## src/rtl/mem_access_unit_pkg.sv

```systemverilog
// Shared processor definitions for the memory access unit: FSM states,
// operation codes and control-word bit positions.
package mem_access_unit_pkg;

  typedef enum logic [1:0] {
    MAU_IDLE   = 2'd0,
    MAU_ACCESS = 2'd1,
    MAU_DONE   = 2'd2
  } mau_state_e;

  typedef enum logic [1:0] {
    OP_FETCH = 2'd0,
    OP_READ  = 2'd1,
    OP_WRITE = 2'd2
  } mau_op_e;

  localparam int CTRL_FETCH_BIT = 0;
  localparam int CTRL_READ_BIT  = 1;
  localparam int CTRL_WRITE_BIT = 2;

  // Losing requests are not queued, so arbitration is a plain priority pick.
  function automatic mau_op_e arbitrate(input logic [2:0] ctrl);
    if (ctrl[CTRL_WRITE_BIT])     return OP_WRITE;
    else if (ctrl[CTRL_READ_BIT]) return OP_READ;
    else                          return OP_FETCH;
  endfunction

endpackage

```

## src/rtl/mem_access_unit_sat_counter.sv

```systemverilog
// Saturating up-counter used for the access/stall performance statistics.
module sat_counter #(
  parameter int W = 16
) (
  input  logic         clk_100,
  input  logic         rst,
  input  logic         inc,
  output logic [W-1:0] q
);

  always_ff @(posedge clk_100 or posedge rst) begin
    if (rst) begin
      q <= '0;
    end else if (inc && (q != {W{1'b1}})) begin
      q <= q + 1'b1;
    end
  end

endmodule

```

## src/rtl/mem_access_unit.sv

```systemverilog
// Memory access unit: arbitrates fetch/read/write strobes onto one registered
// cache request port, waits for hit or timeout, and returns data with done.
module mem_access_unit
  import mem_access_unit_pkg::*;
#(
  parameter int DATA_W  = 16,
  parameter int ADDR_W  = 16,
  parameter int TIMEOUT = 15,
  parameter int CNT_W   = 16
) (
  input  logic              clk_100,
  input  logic              rst,
  input  logic              fetch_req,
  input  logic              read_req,
  input  logic              write_req,
  input  logic [ADDR_W-1:0] pc_addr,
  input  logic [ADDR_W-1:0] mar_addr,
  input  logic [DATA_W-1:0] mdr_wdata,
  output logic [ADDR_W-1:0] address_out,
  output logic [DATA_W-1:0] memory_out,
  output logic              memory_write_en,
  output logic              cache_read,
  input  logic [DATA_W-1:0] memory_in,
  input  logic              hit,
  output logic [DATA_W-1:0] rdata,
  output logic              ir_load,
  output logic              mdr_load,
  output logic              done,
  output logic              err,
  output logic              busy,
  output logic [CNT_W-1:0]  acc_cnt,
  output logic [CNT_W-1:0]  stall_cnt
);

  localparam int TMR_W = $clog2(TIMEOUT + 1);

  mau_state_e        state, state_next;
  mau_op_e           op_q;
  logic [ADDR_W-1:0] addr_q;
  logic [DATA_W-1:0] wdata_q;
  logic [TMR_W-1:0]  timer;
  logic [2:0]        ctrl;
  logic              any_req;
  logic              in_access;
  logic              timer_expired;
  logic              finish;

  assign ctrl          = {write_req, read_req, fetch_req};
  assign any_req       = |ctrl;
  assign in_access     = (state == MAU_ACCESS);
  assign timer_expired = (timer == TMR_W'(TIMEOUT));
  assign finish        = in_access && (hit || timer_expired);

  always_ff @(posedge clk_100 or posedge rst) begin
    if (rst) state <= MAU_IDLE;
    else     state <= state_next;
  end

  always_comb begin
    state_next = state;
    case (state)
      MAU_IDLE:   if (any_req) state_next = MAU_ACCESS;
      MAU_ACCESS: if (finish)  state_next = MAU_DONE;
      MAU_DONE:   if (!any_req) state_next = MAU_IDLE;
      default:    state_next = MAU_IDLE;
    endcase
  end

  // Operation and operands are latched at acceptance so requester changes
  // during the access cannot disturb the cache port.
  always_ff @(posedge clk_100 or posedge rst) begin
    if (rst) begin
      op_q     <= OP_FETCH;
      addr_q   <= '0;
      wdata_q  <= '0;
      timer    <= '0;
      rdata    <= '0;
      err      <= 1'b0;
      ir_load  <= 1'b0;
      mdr_load <= 1'b0;
    end else begin
      ir_load  <= 1'b0;
      mdr_load <= 1'b0;
      if ((state == MAU_IDLE) && any_req) begin
        op_q    <= arbitrate(ctrl);
        addr_q  <= (ctrl[CTRL_WRITE_BIT] || ctrl[CTRL_READ_BIT]) ? mar_addr : pc_addr;
        wdata_q <= mdr_wdata;
        timer   <= '0;
        err     <= 1'b0;
      end else if (in_access) begin
        if (hit) begin
          if (op_q != OP_WRITE) begin
            rdata    <= memory_in;
            ir_load  <= (op_q == OP_FETCH);
            mdr_load <= (op_q == OP_READ);
          end
        end else if (timer_expired) begin
          err <= 1'b1;
        end else begin
          timer <= timer + 1'b1;
        end
      end
    end
  end

  assign address_out     = in_access ? addr_q : '0;
  assign memory_out      = in_access ? wdata_q : '0;
  assign cache_read      = in_access && (op_q != OP_WRITE);
  assign memory_write_en = in_access && (op_q == OP_WRITE);
  assign done            = (state == MAU_DONE);
  assign busy            = (state != MAU_IDLE);

  sat_counter #(.W(CNT_W)) u_acc_cnt (
    .clk_100 (clk_100),
    .rst     (rst),
    .inc     (finish),
    .q       (acc_cnt)
  );

  sat_counter #(.W(CNT_W)) u_stall_cnt (
    .clk_100 (clk_100),
    .rst     (rst),
    .inc     (in_access && !hit),
    .q       (stall_cnt)
  );

endmodule

```

## config.mk

```make
export PLATFORM = sky130hd
export DESIGN_NAME = mem_access_unit
export DESIGN_NICKNAME = d
export VERILOG_FILES = /design/src/rtl/mem_access_unit_pkg.sv /design/src/rtl/mem_access_unit_sat_counter.sv /design/src/rtl/mem_access_unit.sv
export SDC_FILE = /design/constraint.sdc
export NUM_CORES = 1
export LEC_CHECK = 0
export ABC_AREA = 1
export ABC_CLOCK_PERIOD_IN_PS = 3100
export CORE_ASPECT_RATIO = 1.5
export CORE_MARGIN = 4
export CORE_UTILIZATION = 30
export DETAILED_ROUTE_END_ITERATION = 8
export GPL_TIMING_DRIVEN = 0
export PLACE_DENSITY = 0.58
export SYNTH_ARGS = -nofsm -noshare
export SYNTH_HDL_FRONTEND = slang
export SYNTH_SLANG_ARGS = --single-unit
```

## constraint.sdc

```tcl
create_clock -name clk_100 -period 3.1 [get_ports clk_100]
set_clock_uncertainty 0.05 [all_clocks]
set_input_delay 0.31 -clock clk_100 [delete_from_list [all_inputs] [get_ports clk_100]]
set_output_delay 0.31 -clock clk_100 [all_outputs]
set_load 0.01 [all_outputs]
```

==> results of run 1 <==
==> cells by family after synthesis <==
kind of cell    count (synthesis)  synth area share (%)
buf+inv                        98                  9.36
compound gates                 67                  9.15
xor+xnor                       14                  2.51
fa+ha+maj                       3                 0.769
flops                          91                  46.7
simple gates                  359                  31.6
==> final cells by class <==
class,instances,share of cell area [%]
buffer,24,2.55
clock buffer,10,3.40
clock inverter,6,1.26
inverter,74,3.99
multi-input combinational,443,30.6
sequential,91,32.4
tap,203,3.62
timing repair buffer,154,22.2
==> path summary, 6_finish.rpt <==
kind                                 from                 to  cells past startpoint
max                              state[1]         cache_read                      6
min                                   hit           mdr_load                      3
max reg2reg                u_acc_cnt.q[0]    u_acc_cnt.q[10]                      9
min reg2reg                       op_q[0]            ir_load                      1
max in group asynchronous             rst    u_acc_cnt.q[14]                      3
min in group asynchronous             rst  u_stall_cnt.q[11]                      2
==> power breakdown <==
| part | switching, uW | internal, uW |
|---|---|---|
| logic | 1310 | 1210 |
| clock network | 476 | 729 |
| registers | 253 | 1590 |
| total | 2040 | 3530 |
==> metal layers <==
metal / global-route usage, % / part of all wire (%) / vias to the layer above
met3: 3.02 / 4.7 / 13
li1: - / - / 2307
met1: 16.7 / 42 / 2042
met2: 26.6 / 52 / 108
met5: 0 / 0 / -
met4: 5.14 / 1.7 / 0
==> sequential cells by signal, indices dropped and copies added (netlist names) <==
register / cells
u_stall_cnt.q: 16
state: 2
ir_load: 1
addr_q: 16
timer: 4
err: 1
op_q: 2
rdata: 16
mdr_load: 1
u_acc_cnt.q: 16
wdata_q: 16
==> cells in the mapped netlist, types with 2 or more instances <==
cell type | instances | area [um2]
sky130_fd_sc_hd__inv_1 | 69 | 259
sky130_fd_sc_hd__nand4_1 | 11 | 68.8
sky130_fd_sc_hd__nand2_2 | 6 | 37.5
sky130_fd_sc_hd__buf_6 | 10 | 113
sky130_fd_sc_hd__clkbuf_1 | 9 | 33.8
sky130_fd_sc_hd__dfrtp_1 | 91 | 2280
sky130_fd_sc_hd__xor2_1 | 5 | 43.8
sky130_fd_sc_hd__nor2_2 | 4 | 25.0
sky130_fd_sc_hd__nand3_2 | 2 | 20.0
sky130_fd_sc_hd__o21ai_2 | 5 | 43.8
sky130_fd_sc_hd__nor4_1 | 2 | 12.5
sky130_fd_sc_hd__inv_2 | 5 | 18.8
sky130_fd_sc_hd__ha_1 | 3 | 37.5
sky130_fd_sc_hd__nor2_1 | 91 | 342
sky130_fd_sc_hd__buf_4 | 3 | 22.5
sky130_fd_sc_hd__nand3_1 | 35 | 175
sky130_fd_sc_hd__xnor2_1 | 9 | 78.8
sky130_fd_sc_hd__o21ai_1 | 3 | 15.0
sky130_fd_sc_hd__nor2_8 | 2 | 40.0
sky130_fd_sc_hd__o21ai_0 | 39 | 195
sky130_fd_sc_hd__o21bai_1 | 2 | 15.0
sky130_fd_sc_hd__buf_2 | 2 | 10.0
sky130_fd_sc_hd__nand2_4 | 4 | 45.0
sky130_fd_sc_hd__a31oi_1 | 7 | 43.8
sky130_fd_sc_hd__nand3b_1 | 2 | 15.0
sky130_fd_sc_hd__nand2_1 | 198 | 743
sky130_fd_sc_hd__a31oi_2 | 9 | 113
==> worst reg2reg max path, delay by kind of cell, from the launching register on <==
family	cells	cell delay, ns
fa+ha+maj	1	0.26
buf+inv	2	0.24
flops	1	0.43
simple gates	6	0.60
==> per-stage QoR <==
stage	total power [uW]	worst slack (ns)
finish	5570	0.668
global route	6010	0.520
CTS	5680	0.615
detailed placement	4440	0.987
global placement	4420	-1.42
floorplan	3230	0.376
==> results.ini, run 1 <==
[worst_setup_path]
timing.critical_path.required_ns=2.74
critical_path.cell_chain=inv_1 -> nand2_1 -> buf_6 -> a21oi_4 -> buf_4 -> clkdlybuf4s50_1
slowest_stage_cell_cp=sky130_fd_sc_hd__clkdlybuf4s50_1
critical_path.top_delay_family=buffers and inverters
worstSetupEndpointType=output port
worst_ep_arrival_time_ns=2.07
slack_of_the_worst_reg_to_reg_path_ns=1.44
timing.critical_path.fanout_max=10
critical_path.max_stage_delay_ns=0.54
cp-start-kind=register
worstPathBufferInverterCount=4
path_class=reg -> out

[drt]
vias=4470
detailed_router_s_first_iteration_violation_count=177
drtPass1Iterations=4
routed_via_density=4.45
wl_per_cell_um=13.3
routed_wirelength_um=13300
antenna_violating_nets_post_route=0
drc_errors_left=0

[clock_network]
path_clk_slew_ns=0.06
cts_resized=0
ctsLongestPathBuffers=2
post_cts_hold_buffer_count=0
worstSkewPairLatency_ns=0.34
number_of_sinks_handled_by_clock_tree_synthesis=91
cts_made_buffers=9
ctsRootBufferMaster=sky130_fd_sc_hd__clkbuf_16
cts_post_setup_buffers_inserted=0
cts_htree_levels=3
cts_tree=done

[floorplanning]
initial_utilization_pct=30.8
coreArea_mm2=0.0158
floorplan.die_area_mm2=0.0184
die_height_um=164
design.portCount=157
floorplan.rows=56
die_width_um=112

[logic_synthesis]
synth.ff_latch_count=91
ys_dominant_reg_cell=sky130_fd_sc_hd__dfrtp_1
synthesis.area_per_instance_um2=7.72
mapped_cell_area_mm2=0.00488
netlist_instances=632
synth_nets=705
synth_enable_flop_cells=0
synthesis.yosys.warnings=0
asyncSetResetFlopFracSynth_pct=100
synth-seq-area-share_pct=46.7
synth.lib_cells_used.distinct=31

[outcome]
run_status=completed

[global_route]
first_global_vias=4357
largest_net_degree_at_the_start_of_global_routing=48
globalRouteTotalUtil_pct=14.6
number_of_antenna_violations_at_the_first_check_in_global_routing=0
grt_pass1_wl_um=21600
grt_overflow=0

[finish]
final_non_filler_cell_area_mm2=0.00702
layout_commonest_cell=sky130_fd_sc_hd__nand2_1
fraction_of_layout_instances_using_a_drive_strength_above_1_pct=8.98
multiInputGateArea_mm2=0.00215
area.growth.synth_to_final_pct=43.9
final_cell_mix=198 x sky130_fd_sc_hd__nand2_1, 153 x sky130_fd_sc_hd__clkdlybuf4s50_1, 91 x sky130_fd_sc_hd__nor2_1, 91 x sky130_fd_sc_hd__dfrtp_1, 68 x sky130_fd_sc_hd__inv_1
register_area_mm2=0.00228
diodes=0
fin_util_pct=44.4
instances_no_fill=1005
final_net_count=870
fill_cells=1639

[place]
placer_congestion_estimate=0.781
dpl_cell_area_mm2=0.00670
place.port_buffers=153
placed_cells_incl_taps=989
place.detailed.hpwl_um=9990

[pwr]
vdd.ir_drop.worst_mv=0.377
total_leakage_power_uw=0.00317
power.density_mw_per_mm2=793

[timing]
finalHoldViolations=0
slew_violations=0
post-route-min-period_ns=2.43
max_freq_ghz=0.411
final.period_utilization_pct=78.5
max_slew_margin_pct=57.4
finalSetupViolations=0
hold-worst-slack_ns=0.276
grt_setup_unrepaired=no
setup_total_negative_slack_ns=0
tightestPinTransition_ns=0.639

[hold_path]
worstHoldPathType=in -> reg

[job]
cap_viol_max_count=0

Power figures use the tool's default switching activity.
==> run 2, diff against run 1 <==
- ABC_CLOCK_PERIOD_IN_PS: 3100 -> 2000
- PLACE_DENSITY: 0.58 -> 0.6
- clock period: 3.1 -> 2 ns (I/O delays scaled with it)
==> results.ini, run 2 (synthesized netlist as in run 1, its figures left out) <==
[outcome]
run_status=completed

[global_route]
grt_pass1_wl_um=21800
number_of_antenna_violations_at_the_first_check_in_global_routing=0
grt_overflow=0
first_global_vias=4371
globalRouteTotalUtil_pct=14.6
largest_net_degree_at_the_start_of_global_routing=35
global_route.usage.met2_pct=27.0
groute.layer.met1.usage_pct=16.4
busiest_layer=met2
globalRouteMet3Util_pct=2.36

[timing]
tightestPinTransition_ns=0.788
max_freq_ghz=0.520
max_slew_margin_pct=47.3
finalSetupViolations=0
post-route-min-period_ns=1.92
grt_setup_unrepaired=no
slew_violations=0
final.period_utilization_pct=96.2
finalHoldViolations=0
hold-worst-slack_ns=0.152

[clock_network]
number_of_sinks_handled_by_clock_tree_synthesis=91
ctsRootBufferMaster=sky130_fd_sc_hd__clkbuf_16
worstSkewPairLatency_ns=0.34
ctsLongestPathBuffers=2
cts_htree_levels=3
path_clk_slew_ns=0.07
post_cts_hold_buffer_count=0
cts_made_buffers=9
cts_tree=done

[hold_path]
worstHoldPathType=in -> reg
worst_hold_path.num_cells=3

[finish]
diodes=0
fill_cells=1665
instances_no_fill=1007
multiInputGateArea_mm2=0.00215
fin_util_pct=44.1
layout_commonest_cell=sky130_fd_sc_hd__nand2_1
area.growth.synth_to_final_pct=43.1
final_cell_mix=198 x sky130_fd_sc_hd__nand2_1, 120 x sky130_fd_sc_hd__clkdlybuf4s50_1, 91 x sky130_fd_sc_hd__nor2_1, 91 x sky130_fd_sc_hd__dfrtp_1, 68 x sky130_fd_sc_hd__inv_1
fraction_of_layout_instances_using_a_drive_strength_above_1_pct=9.45
final_net_count=872
register_area_mm2=0.00228

[worst_setup_path]
worstSetupEndpointType=output port
timing.critical_path.fanout_max=10
slowest_stage_cell_cp=sky130_fd_sc_hd__clkdlybuf4s50_1
path_class=reg -> out
logic_depth_of_the_worst_register_to_register_path=9
worst_ep_arrival_time_ns=1.67
cp-start-kind=register
timing.critical_path.required_ns=1.75
critical_path.max_stage_delay_ns=0.56
critical_path.cell_chain=inv_1 -> nand2_1 -> buf_6 -> nor2_1 -> clkdlybuf4s50_1

[drt]
drc_errors_left=0
wl_per_cell_um=13.0
routed_wirelength_um=13100
detailed_router_s_first_iteration_violation_count=139
drtPass1Iterations=4
vias=4454
routed_via_density=4.42
antenna_violating_nets_post_route=0

[floorplanning]
initial_utilization_pct=30.8
die_width_um=112
die_height_um=164
floorplan.rows=56
coreArea_mm2=0.0158
design.portCount=157
floorplan.die_area_mm2=0.0184

[place]
place.detailed.hpwl_um=10100
placer_congestion_estimate=0.819
place.port_buffers=153
placed_cells_incl_taps=990

[job]
cap_viol_max_count=0

[pwr]
power.density_mw_per_mm2=1180
total_leakage_power_uw=0.00331
vdd.ir_drop.worst_mv=0.527

[run 2: cell types whose count changed in the layout (fill, tap and decap cells not counted), sizes merged]
cell	before	now
clkdlybuf4s50	153	120
dlygate4sd2	0	31
buf	16	18
bufinv	2	0
clkinvlp	2	4
dlymetal6s2s	0	2
clkinv	2	1
inv	74	75
[run 2: where the power goes]
group,switching [uW],internal [uW],leakage [uW]
clock network,758,855,0.000126
registers,395,2470,0.00116
logic,2010,1730,0.00202
total,3160,5060,0.00331
[run 2: per-stage QoR]
step | TNS [ns] | power (uW) | setup WS [ns] | area, um2
after floorplan | 0 | 5000 | 0.477 | 4880
after global placement | -40.43 | 6830 | -0.454 | 6670
after detailed placement | -0.0160 | 6880 | -0.00784 | 6710
after CTS | 0 | 8400 | 0.00126 | 6980
after global routing | 0 | 8900 | 0.00639 | 6980
final | 0 | 8220 | 0.0752 | 6980
[run 2: layout make-up]
type                            instances  share of cell area (%)
Multi-Input combinational cell        443                    30.7
Inverter                               74                    4.03
Timing Repair Buffer                  156                    22.1
Sequential cell                        91                    32.6
Buffer                                 24                    2.87
Tap cell                              203                    3.64
Clock inverter                          6                   0.699
Clock buffer                           10                    3.28
[run 2: final timing paths]
kind	start	end	slack [ns]
min reg2reg	op_q[0]	ir_load	0.39
max in group asynchronous	rst	u_stall_cnt.q[0]	0.99
max reg2reg	u_acc_cnt.q[0]	u_acc_cnt.q[11]	0.35
min	hit	mdr_load	0.15
min in group asynchronous	rst	u_acc_cnt.q[7]	0.29
max	state[1]	memory_out[15]	0.08
[run 2: critical path: cells and delay by family (launching register included)]
kind / cells / cell delay, ns
flip-flops: 1 / 0.38
buffers and inverters: 3 / 0.79
AND/OR/NAND/NOR: 2 / 0.16
[run 2: per-layer routing]
| layer | routed length [um] | share of wire, % |
|---|---|---|
| met2 | 6950 | 53 |
| met4 | 289 | 2.2 |
| met1 | 5280 | 40 |
| met5 | 0 | 0 |
| met3 | 621 | 4.7 |
[run 2: what timing repair did]
action,CTS,global route
setup buffers,1,0
gates resized for setup,39,2
hold endpoints to repair,0,0
setup endpoints to repair,31,2
